**config.mk**
```make
export PLATFORM = sky130hd
export DESIGN_NAME = multicycle_control
export DESIGN_NICKNAME = d
export VERILOG_FILES = /design/src/rtl/multicycle_control.sv
export SDC_FILE = /design/constraint.sdc
export NUM_CORES = 1
export LEC_CHECK = 0
export CORE_MARGIN = 5
export CORE_UTILIZATION = 33
export DETAILED_ROUTE_END_ITERATION = 8
export GPL_TIMING_DRIVEN = 1
export PLACE_DENSITY = 0.56
export SYNTH_ARGS = -nofsm -noshare
export SYNTH_HDL_FRONTEND = slang
export SYNTH_SLANG_ARGS = --single-unit
```
**constraint.sdc**
```tcl
create_clock -name clk -period 2 [get_ports clk]
set_input_delay 0.4 -clock clk [delete_from_list [all_inputs] [get_ports clk]]
set_output_delay 0.4 -clock clk [all_outputs]
set_load 0.01 [all_outputs]
```
**src/rtl/multicycle_control.sv**
```systemverilog
// Sequencing FSM for the multicycle RV32I core: one control step per cycle,
// memory ready handshake with optional timeout trap, retired-instruction counter.
module multicycle_control #(
   parameter int TIMEOUT = 16,
   parameter int CNT_W   = 32
) (
   input  logic             clk,
   input  logic             rst,
   input  logic [6:0]       opcode,
   input  logic             zero,
   input  logic             mem_ready,
   output logic             pcwrite,
   output logic             pcwritecond,
   output logic             pcsource,
   output logic             iord,
   output logic             memread,
   output logic             memwrite,
   output logic             irwrite,
   output logic             memtoreg,
   output logic             regwrite,
   output logic [1:0]       alusrca,
   output logic [1:0]       alusrcb,
   output logic [1:0]       aluop,
   output logic [3:0]       state,
   output logic             halted,
   output logic [1:0]       trap_cause,
   output logic [CNT_W-1:0] instret
);

   localparam int WAIT_W = (TIMEOUT > 1) ? $clog2(TIMEOUT) : 1;
   localparam logic [WAIT_W-1:0] WAIT_LAST = WAIT_W'((TIMEOUT > 0) ? (TIMEOUT - 1) : 0);

   localparam logic [6:0] OP_R    = 7'b0110011;
   localparam logic [6:0] OP_ADDI = 7'b0010011;
   localparam logic [6:0] OP_LW   = 7'b0000011;
   localparam logic [6:0] OP_SW   = 7'b0100011;
   localparam logic [6:0] OP_BEQ  = 7'b1100011;

   localparam logic [1:0] CAUSE_ILLEGAL = 2'd1;
   localparam logic [1:0] CAUSE_TIMEOUT = 2'd2;

   typedef enum logic [3:0] {
      S_FETCH  = 4'd0,
      S_DECODE = 4'd1,
      S_MEMADR = 4'd2,
      S_MEMRD  = 4'd3,
      S_MEMWB  = 4'd4,
      S_MEMWR  = 4'd5,
      S_EXEC   = 4'd6,
      S_RWB    = 4'd7,
      S_BRANCH = 4'd8,
      S_IEXEC  = 4'd9,
      S_IWB    = 4'd10,
      S_TRAP   = 4'd15
   } state_e;

   state_e            state_q, state_d;
   logic [WAIT_W-1:0] wait_q, wait_d;
   logic [CNT_W-1:0]  instret_q, instret_d;
   logic              halted_q, halted_d;
   logic [1:0]        cause_q, cause_d;

   logic       pcwrite_s, pcwritecond_s, pcsource_s, iord_s, memread_s, memwrite_s;
   logic       irwrite_s, memtoreg_s, regwrite_s;
   logic [1:0] alusrca_s, alusrcb_s, aluop_s;
   logic       retire_s, mem_state_s, timeout_s;

   // The PC-write gating with the zero flag happens in the datapath.
   logic       zero_unused_s;
   assign zero_unused_s = zero;

   assign timeout_s = (TIMEOUT != 0) && (wait_q == WAIT_LAST);

   // Next-state, strobe decode, wait counter and retire bookkeeping
   always_comb begin
      state_d       = state_q;
      cause_d       = cause_q;
      pcwrite_s     = 1'b0;
      pcwritecond_s = 1'b0;
      pcsource_s    = 1'b0;
      iord_s        = 1'b0;
      memread_s     = 1'b0;
      memwrite_s    = 1'b0;
      irwrite_s     = 1'b0;
      memtoreg_s    = 1'b0;
      regwrite_s    = 1'b0;
      alusrca_s     = 2'd0;
      alusrcb_s     = 2'd0;
      aluop_s       = 2'd0;
      retire_s      = 1'b0;
      mem_state_s   = 1'b0;
      case (state_q)
         S_FETCH: begin
            memread_s   = 1'b1;
            mem_state_s = 1'b1;
            if (mem_ready) begin
               irwrite_s = 1'b1;
               pcwrite_s = 1'b1;
               alusrcb_s = 2'd1;
               state_d   = S_DECODE;
            end else if (timeout_s) begin
               state_d = S_TRAP;
               cause_d = CAUSE_TIMEOUT;
            end else begin
               state_d = S_FETCH;
            end
         end
         S_DECODE: begin
            alusrca_s = 2'd2;
            alusrcb_s = 2'd2;
            case (opcode)
               OP_LW, OP_SW: state_d = S_MEMADR;
               OP_R:         state_d = S_EXEC;
               OP_ADDI:      state_d = S_IEXEC;
               OP_BEQ:       state_d = S_BRANCH;
               default: begin
                  state_d = S_TRAP;
                  cause_d = CAUSE_ILLEGAL;
               end
            endcase
         end
         S_MEMADR: begin
            alusrca_s = 2'd1;
            alusrcb_s = 2'd2;
            if (opcode == OP_SW) begin
               state_d = S_MEMWR;
            end else begin
               state_d = S_MEMRD;
            end
         end
         S_MEMRD: begin
            memread_s   = 1'b1;
            iord_s      = 1'b1;
            mem_state_s = 1'b1;
            if (mem_ready) begin
               state_d = S_MEMWB;
            end else if (timeout_s) begin
               state_d = S_TRAP;
               cause_d = CAUSE_TIMEOUT;
            end else begin
               state_d = S_MEMRD;
            end
         end
         S_MEMWB: begin
            regwrite_s = 1'b1;
            memtoreg_s = 1'b1;
            retire_s   = 1'b1;
            state_d    = S_FETCH;
         end
         S_MEMWR: begin
            memwrite_s  = 1'b1;
            iord_s      = 1'b1;
            mem_state_s = 1'b1;
            if (mem_ready) begin
               retire_s = 1'b1;
               state_d  = S_FETCH;
            end else if (timeout_s) begin
               state_d = S_TRAP;
               cause_d = CAUSE_TIMEOUT;
            end else begin
               state_d = S_MEMWR;
            end
         end
         S_EXEC: begin
            alusrca_s = 2'd1;
            alusrcb_s = 2'd0;
            aluop_s   = 2'd2;
            state_d   = S_RWB;
         end
         S_RWB, S_IWB: begin
            regwrite_s = 1'b1;
            retire_s   = 1'b1;
            state_d    = S_FETCH;
         end
         S_IEXEC: begin
            alusrca_s = 2'd1;
            alusrcb_s = 2'd2;
            state_d   = S_IWB;
         end
         S_BRANCH: begin
            alusrca_s     = 2'd1;
            alusrcb_s     = 2'd0;
            aluop_s       = 2'd1;
            pcwritecond_s = 1'b1;
            pcsource_s    = 1'b1;
            retire_s      = 1'b1;
            state_d       = S_FETCH;
         end
         S_TRAP: begin
            state_d = S_TRAP;
         end
         default: begin
            state_d = S_TRAP;
            cause_d = CAUSE_ILLEGAL;
         end
      endcase

      if (state_d != state_q) begin
         wait_d = {WAIT_W{1'b0}};
      end else if (mem_state_s && !mem_ready) begin
         wait_d = wait_q + WAIT_W'(1);
      end else begin
         wait_d = wait_q;
      end

      if (retire_s) begin
         instret_d = instret_q + CNT_W'(1);
      end else begin
         instret_d = instret_q;
      end

      halted_d = halted_q | (state_d == S_TRAP);
   end

   // State, wait counter, retire counter and trap status registers
   always_ff @(posedge clk or negedge rst) begin
      if (!rst) begin
         state_q   <= S_FETCH;
         wait_q    <= {WAIT_W{1'b0}};
         instret_q <= {CNT_W{1'b0}};
         halted_q  <= 1'b0;
         cause_q   <= 2'd0;
      end else begin
         state_q   <= state_d;
         wait_q    <= wait_d;
         instret_q <= instret_d;
         halted_q  <= halted_d;
         cause_q   <= cause_d;
      end
   end

   // Every output is held low for as long as reset is asserted.
   assign pcwrite     = rst & pcwrite_s;
   assign pcwritecond = rst & pcwritecond_s;
   assign pcsource    = rst & pcsource_s;
   assign iord        = rst & iord_s;
   assign memread     = rst & memread_s;
   assign memwrite    = rst & memwrite_s;
   assign irwrite     = rst & irwrite_s;
   assign memtoreg    = rst & memtoreg_s;
   assign regwrite    = rst & regwrite_s;
   assign alusrca     = rst ? alusrca_s : 2'd0;
   assign alusrcb     = rst ? alusrcb_s : 2'd0;
   assign aluop       = rst ? aluop_s : 2'd0;
   assign state       = rst ? state_q : 4'd0;
   assign halted      = rst & halted_q;
   assign trap_cause  = rst ? cause_q : 2'd0;
   assign instret     = rst ? instret_q : {CNT_W{1'b0}};

endmodule
```
Yosys cells after proc, flatten, opt, wreduce, memory -nomap -nowiden
Cells that the tools add are included.
Word-level totals
  register bits: 43
  latch bits: 0
  bits in writable memories: 0
  memory bits (read-only): 0
  input bits: 11
  output and inout port bits: 54
  word-level logic and storage cells: 89
  memories: 0
Operators by class
  add/subtract/negate cells: 2
  $mul: 0
  div/mod/pow operators: 0
  magnitude comparators: 0
  equality and inequality tests: 22
  shift operators: 0
  mux-type cells: 35
  bitwise gates (word level): 10
  reductions and logical operators: 15
Operators by type and width (count)
  4-bit 2-to-1 mux: 9
  32-bit by 1-bit adder with 32-bit output, second input constant: 1
  32-bit 2-to-1 mux: 1
  4-bit one-hot mux with 8 select lines: 1
  4-bit equality test, second input constant: 6
  4-bit by 3-bit equality test with 1-bit output, second input constant: 4
  4-bit one-hot mux with 4 select lines: 1
  7-bit by 6-bit equality test with 1-bit output, second input constant: 2
  2-bit 2-to-1 mux: 7
  2-bit one-hot mux with 2 select lines: 3
  1-bit 2-to-1 mux: 10
  3-bit OR reduction: 3
  1-bit bitwise AND: 8
  4-bit by 2-bit equality test with 1-bit output, second input constant: 2
  4-bit OR reduction: 2
  8-bit OR reduction: 1
  7-bit by 2-bit equality test with 1-bit output, second input constant: 1
  7-bit by 5-bit equality test with 1-bit output, second input constant: 1
  7-bit equality test, second input constant: 1
  2-bit one-hot mux with 3 select lines: 1
  2-bit OR reduction: 3
  5-bit OR reduction: 1
  4-bit by 1-bit adder with 4-bit output, second input constant: 1
  4-bit by 1-bit equality test with 1-bit output, second input constant: 1
  other kinds (12): 13

Depth between registers and ports, before layout
Gate-level depths: netlist of the first run.
  depth after elaboration: 6
  mapped depth: 8
  gate-level depth less buffers: 7

Worst setup path after synthesis of the first run
OpenSTA, ideal clock, no wires.
  kind: reg2out
  start: register state_q[1]
  end: output regwrite
  arrival time: 1.421 ns
  data required time: 1.600 ns
  slack: 0.179 ns
  stages on the path, launching flop included: 6
  path buffers: 2
  cells stage by stage: dfrtp_1 > buf_6 > clkbuf_1 > mux2_2 > o22ai_1 > and2_1
Between the ends
  longest elaborated chain between the ends: 4
  elaborated cells between the ends (all ways): 6
  classes of those cells: eq/ne: 3; mux: 1; bitwise: 1; reduce/logical: 1
Ends and longest elaborated chain
  start: declaration: line 57  | state_e state_q, state_d;
  start signal: assignment: line 224  | state_q <= state_d;
  4-bit by 3-bit equality test with 1-bit output / 4-bit equality test (equally long branches): line 92  | case (state_q)
  3-bit OR reduction (no source line) *
  1-bit 2-to-1 mux *: line 92
  1-bit bitwise AND *: line 241  | assign regwrite = rst & regwrite_s;
  end: declaration: line 20  | output logic regwrite,
Every way passes the cells marked *; elsewhere a longest branch is shown, timed or not.

Final worst setup path of the first run
  start: register state_q[1]
  end: register instret_q[17]
Between the ends
  longest elaborated chain between the ends: 3
  elaborated cells between the ends (all ways): 7
  classes of those cells: eq/ne: 5; mux: 1; reduce/logical: 1
Ends and longest elaborated chain
  4-bit equality test / 4-bit by 3-bit equality test with 1-bit output (equally long branches): line 92
  4-bit OR reduction (no source line)
  1-bit one-hot mux with 2 select lines *: line 92
  end signal: assignment: line 220  | instret_q <= {CNT_W{1'b0}};
  end signal: assignment: line 226  | instret_q <= instret_d;
  end: declaration: line 59  | logic [CNT_W-1:0] instret_q, instret_d;
Marks and branches as above.
A chain may end at the register's enable or synchronous reset.

==> impl_metrics.xml, run 1 <==
<?xml version="1.0" encoding="UTF-8"?>
<metrics>
  <group name="sta">
    <metric name="fin_setup_tns" unit="ns">0</metric>
    <metric name="maxClockFrequency" unit="GHz">0.505</metric>
    <metric name="final_period_util" unit="%">99.1</metric>
    <metric name="finalWorstPathRequiredPeriod" unit="ns">1.98</metric>
    <metric name="finalHoldViolCount" unit="">0</metric>
    <metric name="fin_skew" unit="ns">0.00847</metric>
    <metric name="timing.slew.headroom" unit="%">74.0</metric>
    <metric name="postLayoutSetupSlackWorst" unit="ns">0.0189</metric>
    <metric name="rsz0062_at_grt" unit="">yes</metric>
    <metric name="timing.final.setup_violations" unit="">0</metric>
    <metric name="final-max-slew-violation-count" unit="">0</metric>
    <metric name="worstMarginPinSlew" unit="ns">0.386</metric>
  </group>
  <group name="logic_synthesis">
    <metric name="synthXorXnorAreaFrac" unit="%">10.7</metric>
    <metric name="yosysSeqAreaShare" unit="%">37.4</metric>
    <metric name="synth_largest_area_cell" unit="">dfrtp_1</metric>
    <metric name="synth-edff-count" unit="">0</metric>
    <metric name="synth.avg_cell_area" unit="um^2">9.14</metric>
    <metric name="synth_flop_cell" unit="">dfrtp_1</metric>
    <metric name="yosys-top-cells-count" unit="">43 x dfrtp_1, 42 x and2_1, 27 x xnor2_1</metric>
    <metric name="synth_simple_gate_area_share" unit="%">32.2</metric>
    <metric name="yosys_register_bits" unit="">43</metric>
    <metric name="synth.net_count" unit="">328</metric>
    <metric name="post_synth_inst_count" unit="">315</metric>
    <metric name="synth-async-reset-ratio" unit="%">100</metric>
    <metric name="yosysWarningCount" unit="">0</metric>
    <metric name="synth.area.top_cells" unit="">dfrtp_1 37%, and2_1 9.1%, xnor2_1 8.2%</metric>
    <metric name="synth_top_family_by_area" unit="">simple AND/OR/NAND/NOR gates</metric>
    <metric name="syn-cell-area" unit="um^2">2880</metric>
    <metric name="top_cell_type_s_share_of_synthesized_area" unit="%">37.4</metric>
    <metric name="synth_mux_area_share" unit="%">1.87</metric>
    <metric name="yosys.area_share.adder" unit="%">0.870</metric>
    <metric name="synth_cell_type_count" unit="">59</metric>
    <metric name="synth_most_common_cell" unit="">dfrtp_1</metric>
    <metric name="synth_compound_area_share" unit="%">12.2</metric>
  </group>
  <group name="placement">
    <metric name="numPortBuffers" unit="">63</metric>
    <metric name="detailedPlace.worstSlack" unit="ns">-0.255</metric>
    <metric name="globalplace.congestion" unit="">0.831</metric>
    <metric name="place_hpwl" unit="um">5740</metric>
  </group>
  <group name="grt">
    <metric name="first_global_vias" unit="">2621</metric>
    <metric name="grt_pass1_wl" unit="um">12600</metric>
    <metric name="antenna_found_initial" unit="">0</metric>
    <metric name="grt_max_degree" unit="">51</metric>
    <metric name="grt_usage" unit="%">14.5</metric>
    <metric name="globalRouteOverflowTotal" unit="">0</metric>
  </group>
  <group name="clock_tree">
    <metric name="cts_max_path_buffers" unit="">2</metric>
    <metric name="tritoncts_num_sinks" unit="">43</metric>
    <metric name="clock_tree.htree_level_count" unit="">2</metric>
    <metric name="clkSlewWorstSetupHoldPaths" unit="ns">0.08</metric>
    <metric name="cts_tree" unit="">built</metric>
    <metric name="num_cts_buffers" unit="">5</metric>
    <metric name="clk_latency" unit="ns">0.29</metric>
    <metric name="cts-root-buf" unit="">clkbuf_8</metric>
  </group>
  <group name="die">
    <metric name="floorplan.die_area" unit="um^2">10700</metric>
    <metric name="starting_density" unit="%">33.5</metric>
    <metric name="floorplan.die.height" unit="um">103</metric>
    <metric name="std_cell_rows" unit="">34</metric>
    <metric name="io_pins" unit="">65</metric>
    <metric name="placeableCoreArea" unit="um^2">8590</metric>
    <metric name="die_w" unit="um">103</metric>
  </group>
  <group name="power">
    <metric name="share_seq_of_total_power" unit="%">46.5</metric>
    <metric name="ir_drop" unit="mV">0.316</metric>
    <metric name="power.share.combinational" unit="%">23.2</metric>
    <metric name="switching_share" unit="%">27.9</metric>
    <metric name="p_int" unit="mW">1.43</metric>
    <metric name="share_clk_of_total_power" unit="%">30.3</metric>
    <metric name="leakagePower" unit="nW">1.88</metric>
    <metric name="net_load_switching_power" unit="uW">551</metric>
    <metric name="p_per_area" unit="nW/um^2">455</metric>
  </group>
  <group name="setup_path">
    <metric name="worstPathArrival" unit="ns">2.19</metric>
    <metric name="path_max_fanout" unit="">5</metric>
    <metric name="startpoint_type" unit="">flop</metric>
    <metric name="worstSetupPathType" unit="">flop to flop</metric>
    <metric name="timing.critical_path.required" unit="ns">2.21</metric>
    <metric name="worst-r2r-cell-count" unit="">8</metric>
    <metric name="endpoint_kind" unit="">flop</metric>
  </group>
  <group name="detailed_routing">
    <metric name="drt-total-wl" unit="um">7590</metric>
    <metric name="drt_first_iter_violations" unit="">143</metric>
    <metric name="detail_route.first_pass.iterations" unit="">4</metric>
    <metric name="drt-wirelength-per-cell" unit="um">13.9</metric>
    <metric name="number_of_drc_violations_after_detailed_routing" unit="">0</metric>
    <metric name="vias_per_cell" unit="">5.05</metric>
    <metric name="vias" unit="">2752</metric>
    <metric name="final_antenna_net_count" unit="">0</metric>
  </group>
  <group name="run_status">
    <metric name="outcome" unit="">finished clean</metric>
  </group>
  <group name="finish">
    <metric name="synthesis_to_layout_area_growth" unit="%">51.3</metric>
    <metric name="drive_gt1_share" unit="%">32.5</metric>
    <metric name="finalNetCount" unit="">449</metric>
    <metric name="layout.area.seq" unit="um^2">1080</metric>
    <metric name="multi_input_area" unit="um^2">1830</metric>
    <metric name="n_antenna_cell" unit="">0</metric>
    <metric name="n_fill_cell" unit="">843</metric>
  </group>
  <group name="worst_hold_path">
    <metric name="hold_class" unit="">input pin to asynchronous set/reset pin</metric>
  </group>
  <group name="job">
    <metric name="maxCapViolations" unit="">0</metric>
  </group>
</metrics>
## logic make-up (layout without fill, tap and decap cells)
| kind of cell | after synthesis | count (layout) |
|---|---|---|
| fa+ha+maj | 2 | 2 |
| simple gates | 154 | 154 |
| buf+inv | 27 | 149 |
| compound gates | 49 | 49 |
| xor+xnor | 35 | 35 |
| flops | 43 | 43 |
| mux | 5 | 5 |
## critical path, stage by stage (launching register included)
cell and delay (ns):
dfrtp_2 0.45, buf_4 0.15, or2_4 0.25, buf_4 0.15, a21oi_4 0.14, o211ai_4 0.13, or3_4 0.38, nor2_2 0.10
xor2_1 0.16
## cell type report
class	count	area share, %
sequential	43	24.8
tap	108	3.10
inverter	7	0.603
clock buffer	7	2.21
clock inverter	1	0.172
multi-input combinational	245	42.0
timing repair buffer	134	27.1
## worst paths after layout
| kind | from | to | slack, ns |
|---|---|---|---|
| setup reg to reg | state_q[1] | instret_q[17] | 0.02 |
| setup / recovery | state_q[1] | instret_q[17] | 0.02 |
| max in group asynchronous | rst | instret_q[4] | 1.56 |
| hold / removal | rst | instret_q[17] | 0.11 |
| hold reg to reg | instret_q[31] | instret_q[31] | 0.48 |
| min in group clk | instret_q[31] | instret_q[31] | 0.48 |
## metrics by stage
| stage | hold WS [ns] | power [mW] | cells | area (um^2) | util (%) |
|---|---|---|---|---|---|
| after global placement | 0.432 | 1.33 | 528 | 4030 | 46.9 |
| after detailed placement | 0.430 | 1.33 | 528 | 4030 | 46.9 |
| after global routing | 0.111 | 2.09 | 545 | 4350 | 50.7 |
| after CTS | 0.108 | 1.95 | 542 | 4210 | 49.0 |
| final | 0.107 | 1.98 | 545 | 4350 | 50.7 |
| after floorplan | 0.104 | 1.12 | 315 | 2880 | - |
## cells in the final DEF (no fill, tap or decap), types with 4 or more instances in the layout
master            n
dfrtp_2           4
nand2_1          17
xnor2_1          27
nand4_1          11
o21ai_1           4
buf_2             6
buf_4            60
clkbuf_8          7
nand2b_1          6
and2_1           42
buf_6             8
and3_1            7
nor2_1           13
inv_1             6
clkbuf_2          7
buf_12            4
xor2_1            7
dfrtp_1          39
nand3_1          13
o21ai_0           8
clkdlybuf4s50_1  44
a21oi_1           7
nor2_2            6
## routing by layer
layer / global-route usage (%) / part of all wire (%) / vias to the layer above
met5: 0 / 0 / -
met4: 2.89 / 0.28 / 0
met3: 2.35 / 4.0 / 3
met2: 23.4 / 48 / 51
met1: 20.6 / 47 / 1348
li1: - / - / 1350
## power groups by stage
| stage | Sequential, mW | Combinational, mW | Clock [mW] |
|---|---|---|---|
| after floorplan | 0.923 | 0.194 | 0 |
| after global placement | 0.932 | 0.397 | 0 |
| after detailed placement | 0.933 | 0.399 | 0 |
| after CTS | 0.918 | 0.406 | 0.623 |
| after global routing | 0.924 | 0.499 | 0.671 |
| final | 0.920 | 0.459 | 0.601 |
## timing repair
action / CTS / global route
pin swaps: 3 / 10
endpoints found under the setup margin: 47 / 47
buffers inserted: 7 / 3
resized for setup: 53 / 53
hold buffers: 0 / 0
## flip-flops by register name, summed over array words and instances, names as in the netlist
signal / count
state_q: 4
cause_q: 2
halted_q: 1
wait_q: 4
instret_q: 32
(Power assumes the default switching activity.)
==> run 2, diff against run 1 <==
--- a/config.mk
+++ b/config.mk
@@ -8,7 +8,6 @@
 export CORE_MARGIN = 5
 export CORE_UTILIZATION = 33
 export DETAILED_ROUTE_END_ITERATION = 8
-export GPL_TIMING_DRIVEN = 1
 export PLACE_DENSITY = 0.56
 export SYNTH_ARGS = -nofsm -noshare
 export SYNTH_HDL_FRONTEND = slang
==> constraint.sdc (replaced) <==
create_clock -name clk -period 2 [get_ports clk]
set_input_delay 0.2 -clock clk [delete_from_list [all_inputs] [get_ports clk]]
set_output_delay 0.2 -clock clk [all_outputs]
set_load 0.01 [all_outputs]
==> impl_metrics.xml, run 2 (synthesized netlist as in run 1, its figures left out) <==
<?xml version="1.0" encoding="UTF-8"?>
<metrics>
  <group name="run_status">
    <metric name="outcome" unit="">finished clean</metric>
  </group>
  <group name="setup_path">
    <metric name="setup.worst_path.start" unit="">state_q[1]</metric>
    <metric name="worstSetupPathType" unit="">flop to flop</metric>
    <metric name="startpoint_type" unit="">flop</metric>
    <metric name="endpoint_kind" unit="">flop</metric>
    <metric name="worst_setup_path_end" unit="">wait_q[1]</metric>
    <metric name="r2r_end" unit="">wait_q[1]</metric>
    <metric name="worstPathArrival" unit="ns">2.20</metric>
    <metric name="worst-r2r-cell-count" unit="">9</metric>
    <metric name="timing.critical_path.required" unit="ns">2.23</metric>
    <metric name="path_max_fanout" unit="">13</metric>
    <metric name="setup.reg_to_reg.worst_slack" unit="ns">0.03</metric>
    <metric name="start_of_the_worst_register_to_register_path" unit="">state_q[1]</metric>
  </group>
  <group name="detailed_routing">
    <metric name="route.met2.wl" unit="um">3410</metric>
    <metric name="drt_first_iter_violations" unit="">135</metric>
    <metric name="wl_met3" unit="um">407</metric>
    <metric name="drt-wirelength-per-cell" unit="um">14.4</metric>
    <metric name="vias" unit="">2616</metric>
    <metric name="detail_route.wirelength.met1" unit="um">3700</metric>
    <metric name="number_of_drc_violations_after_detailed_routing" unit="">0</metric>
    <metric name="vias_per_cell" unit="">4.95</metric>
    <metric name="final_antenna_net_count" unit="">0</metric>
    <metric name="detail_route.first_pass.iterations" unit="">4</metric>
    <metric name="maxUsedRoutingLayer" unit="">met4</metric>
    <metric name="drt-total-wl" unit="um">7600</metric>
  </group>
  <group name="sta">
    <metric name="finalWorstPathRequiredPeriod" unit="ns">1.97</metric>
    <metric name="rsz0062_at_grt" unit="">yes</metric>
    <metric name="finalHoldViolCount" unit="">0</metric>
    <metric name="timing.slew.headroom" unit="%">68.7</metric>
    <metric name="worstMarginPinSlew" unit="ns">0.462</metric>
    <metric name="final-max-slew-violation-count" unit="">0</metric>
    <metric name="timing.final.setup_violations" unit="">0</metric>
    <metric name="postLayoutSetupSlackWorst" unit="ns">0.0274</metric>
    <metric name="final_period_util" unit="%">98.6</metric>
    <metric name="maxClockFrequency" unit="GHz">0.507</metric>
    <metric name="fin_skew" unit="ns">0.00659</metric>
  </group>
  <group name="placement">
    <metric name="globalplace.congestion" unit="">0.843</metric>
    <metric name="detailedPlace.worstSlack" unit="ns">-0.0139</metric>
    <metric name="numPortBuffers" unit="">63</metric>
    <metric name="place_hpwl" unit="um">5870</metric>
  </group>
  <group name="power">
    <metric name="p_per_area" unit="nW/um^2">474</metric>
    <metric name="leakagePower" unit="nW">1.78</metric>
    <metric name="design_power_total" unit="mW">1.96</metric>
    <metric name="ir_drop" unit="mV">0.274</metric>
  </group>
  <group name="die">
    <metric name="floorplan.die.height" unit="um">103</metric>
    <metric name="starting_density" unit="%">33.5</metric>
    <metric name="io_pins" unit="">65</metric>
    <metric name="floorplan.die_area" unit="um^2">10700</metric>
    <metric name="placeableCoreArea" unit="um^2">8590</metric>
    <metric name="std_cell_rows" unit="">34</metric>
    <metric name="die_w" unit="um">103</metric>
  </group>
  <group name="finish">
    <metric name="final_cell_mix" unit="">52 x buf_4, 46 x clkdlybuf4s50_1, 42 x and2_1, 40 x dfrtp_1, 27 x xnor2_1</metric>
    <metric name="biggest_register" unit="">instret_q</metric>
    <metric name="finalNetCount" unit="">433</metric>
    <metric name="layout.core_utilization" unit="%">48.1</metric>
    <metric name="largest_reg_flops" unit="">32</metric>
    <metric name="drive_gt1_share" unit="%">24.9</metric>
    <metric name="n_antenna_cell" unit="">0</metric>
    <metric name="synthesis_to_layout_area_growth" unit="%">43.7</metric>
    <metric name="top_regs" unit="">instret_q (32), state_q (4), wait_q (4)</metric>
    <metric name="commonest_non_fill_non_tap_cell_in_the_layout" unit="">buf_4</metric>
  </group>
  <group name="grt">
    <metric name="grt_pass1_wl" unit="um">12500</metric>
    <metric name="grt_usage" unit="%">14.7</metric>
    <metric name="grt_max_degree" unit="">65</metric>
    <metric name="antenna_found_initial" unit="">0</metric>
    <metric name="first_global_vias" unit="">2519</metric>
    <metric name="globalRouteOverflowTotal" unit="">0</metric>
  </group>
  <group name="clock_tree">
    <metric name="cts_max_path_buffers" unit="">2</metric>
    <metric name="clk_latency" unit="ns">0.30</metric>
    <metric name="num_cts_buffers" unit="">5</metric>
    <metric name="cts-root-buf" unit="">clkbuf_8</metric>
    <metric name="clkSlewWorstSetupHoldPaths" unit="ns">0.08</metric>
    <metric name="clock_tree.htree_level_count" unit="">2</metric>
    <metric name="tritoncts_num_sinks" unit="">43</metric>
    <metric name="cts_tree" unit="">built</metric>
  </group>
  <group name="job">
    <metric name="maxCapViolations" unit="">0</metric>
  </group>
  <group name="worst_hold_path">
    <metric name="hold_class" unit="">input pin to asynchronous set/reset pin</metric>
  </group>
</metrics>
run 2: area by class of cell:
type                       count  area (um^2)
inverter                       7         26.3
sequential                    43         1080
clock buffer                   7         96.3
tap                          108          135
fill                         863         4460
multi-input combinational    245         1740
clock inverter                 1         7.51
timing repair buffer         118         1050
run 2: power by group:
group / switching, mW / internal, mW
registers: 0.0306 / 0.888
clock network: 0.298 / 0.314
logic: 0.220 / 0.209
total: 0.549 / 1.41
run 2: worst min path at each step:
stage | start | endpoint | slack [ns]
2_1_floorplan | rst | cause_q[0] | -0.1
3_3_place_gp | rst | halted_q | 0.34
3_5_place_dp | rst | halted_q | 0.35
4_1_cts | rst | instret_q[7] | 0.01
5_1_grt | rst | instret_q[7] | 0.02
6_report | rst | instret_q[4] | 0.006
run 2: per-stage QoR:
step | std cells | setup TNS, ns | hold slack (ns) | instance area, um^2
after global routing | 529 | -0.178 | 0.0226 | 4130
after detailed placement | 517 | -0.0621 | 0.346 | 3930
after global placement | 517 | -0.172 | 0.341 | 3930
after floorplan | 315 | 0 | -0.0956 | 2880
final | 529 | 0 | 0.00583 | 4130
after CTS | 528 | 0 | 0.0109 | 4060
run 2: layer usage:
layer / GRT usage (%) / vias up
met5: 0 / -
met1: 20.8 / 1222
met3: 3.62 / 8
met2: 22.7 / 65
li1: - / 1321
met4: 3.39 / 0
run 2: timing repair:
action                                  4_1_cts  5_1_grt
gates resized for setup                      22       23
hold buffers                                  0        0
setup buffers                                 3        1
endpoints found under the setup margin       20       21
pin swaps                                     0        8
gates cloned                                  0        0
run 2: worst max-delay path, stage by stage, from the launching register on:
cell and delay (ns):
dfrtp_1 0.40, buf_6 0.15, nor4b_2 0.29, buf_4 0.16, buf_4 0.11, a21oi_2 0.04
o21ai_2 0.22, o311a_1 0.25, nand4_4 0.14, nor2_1 0.13
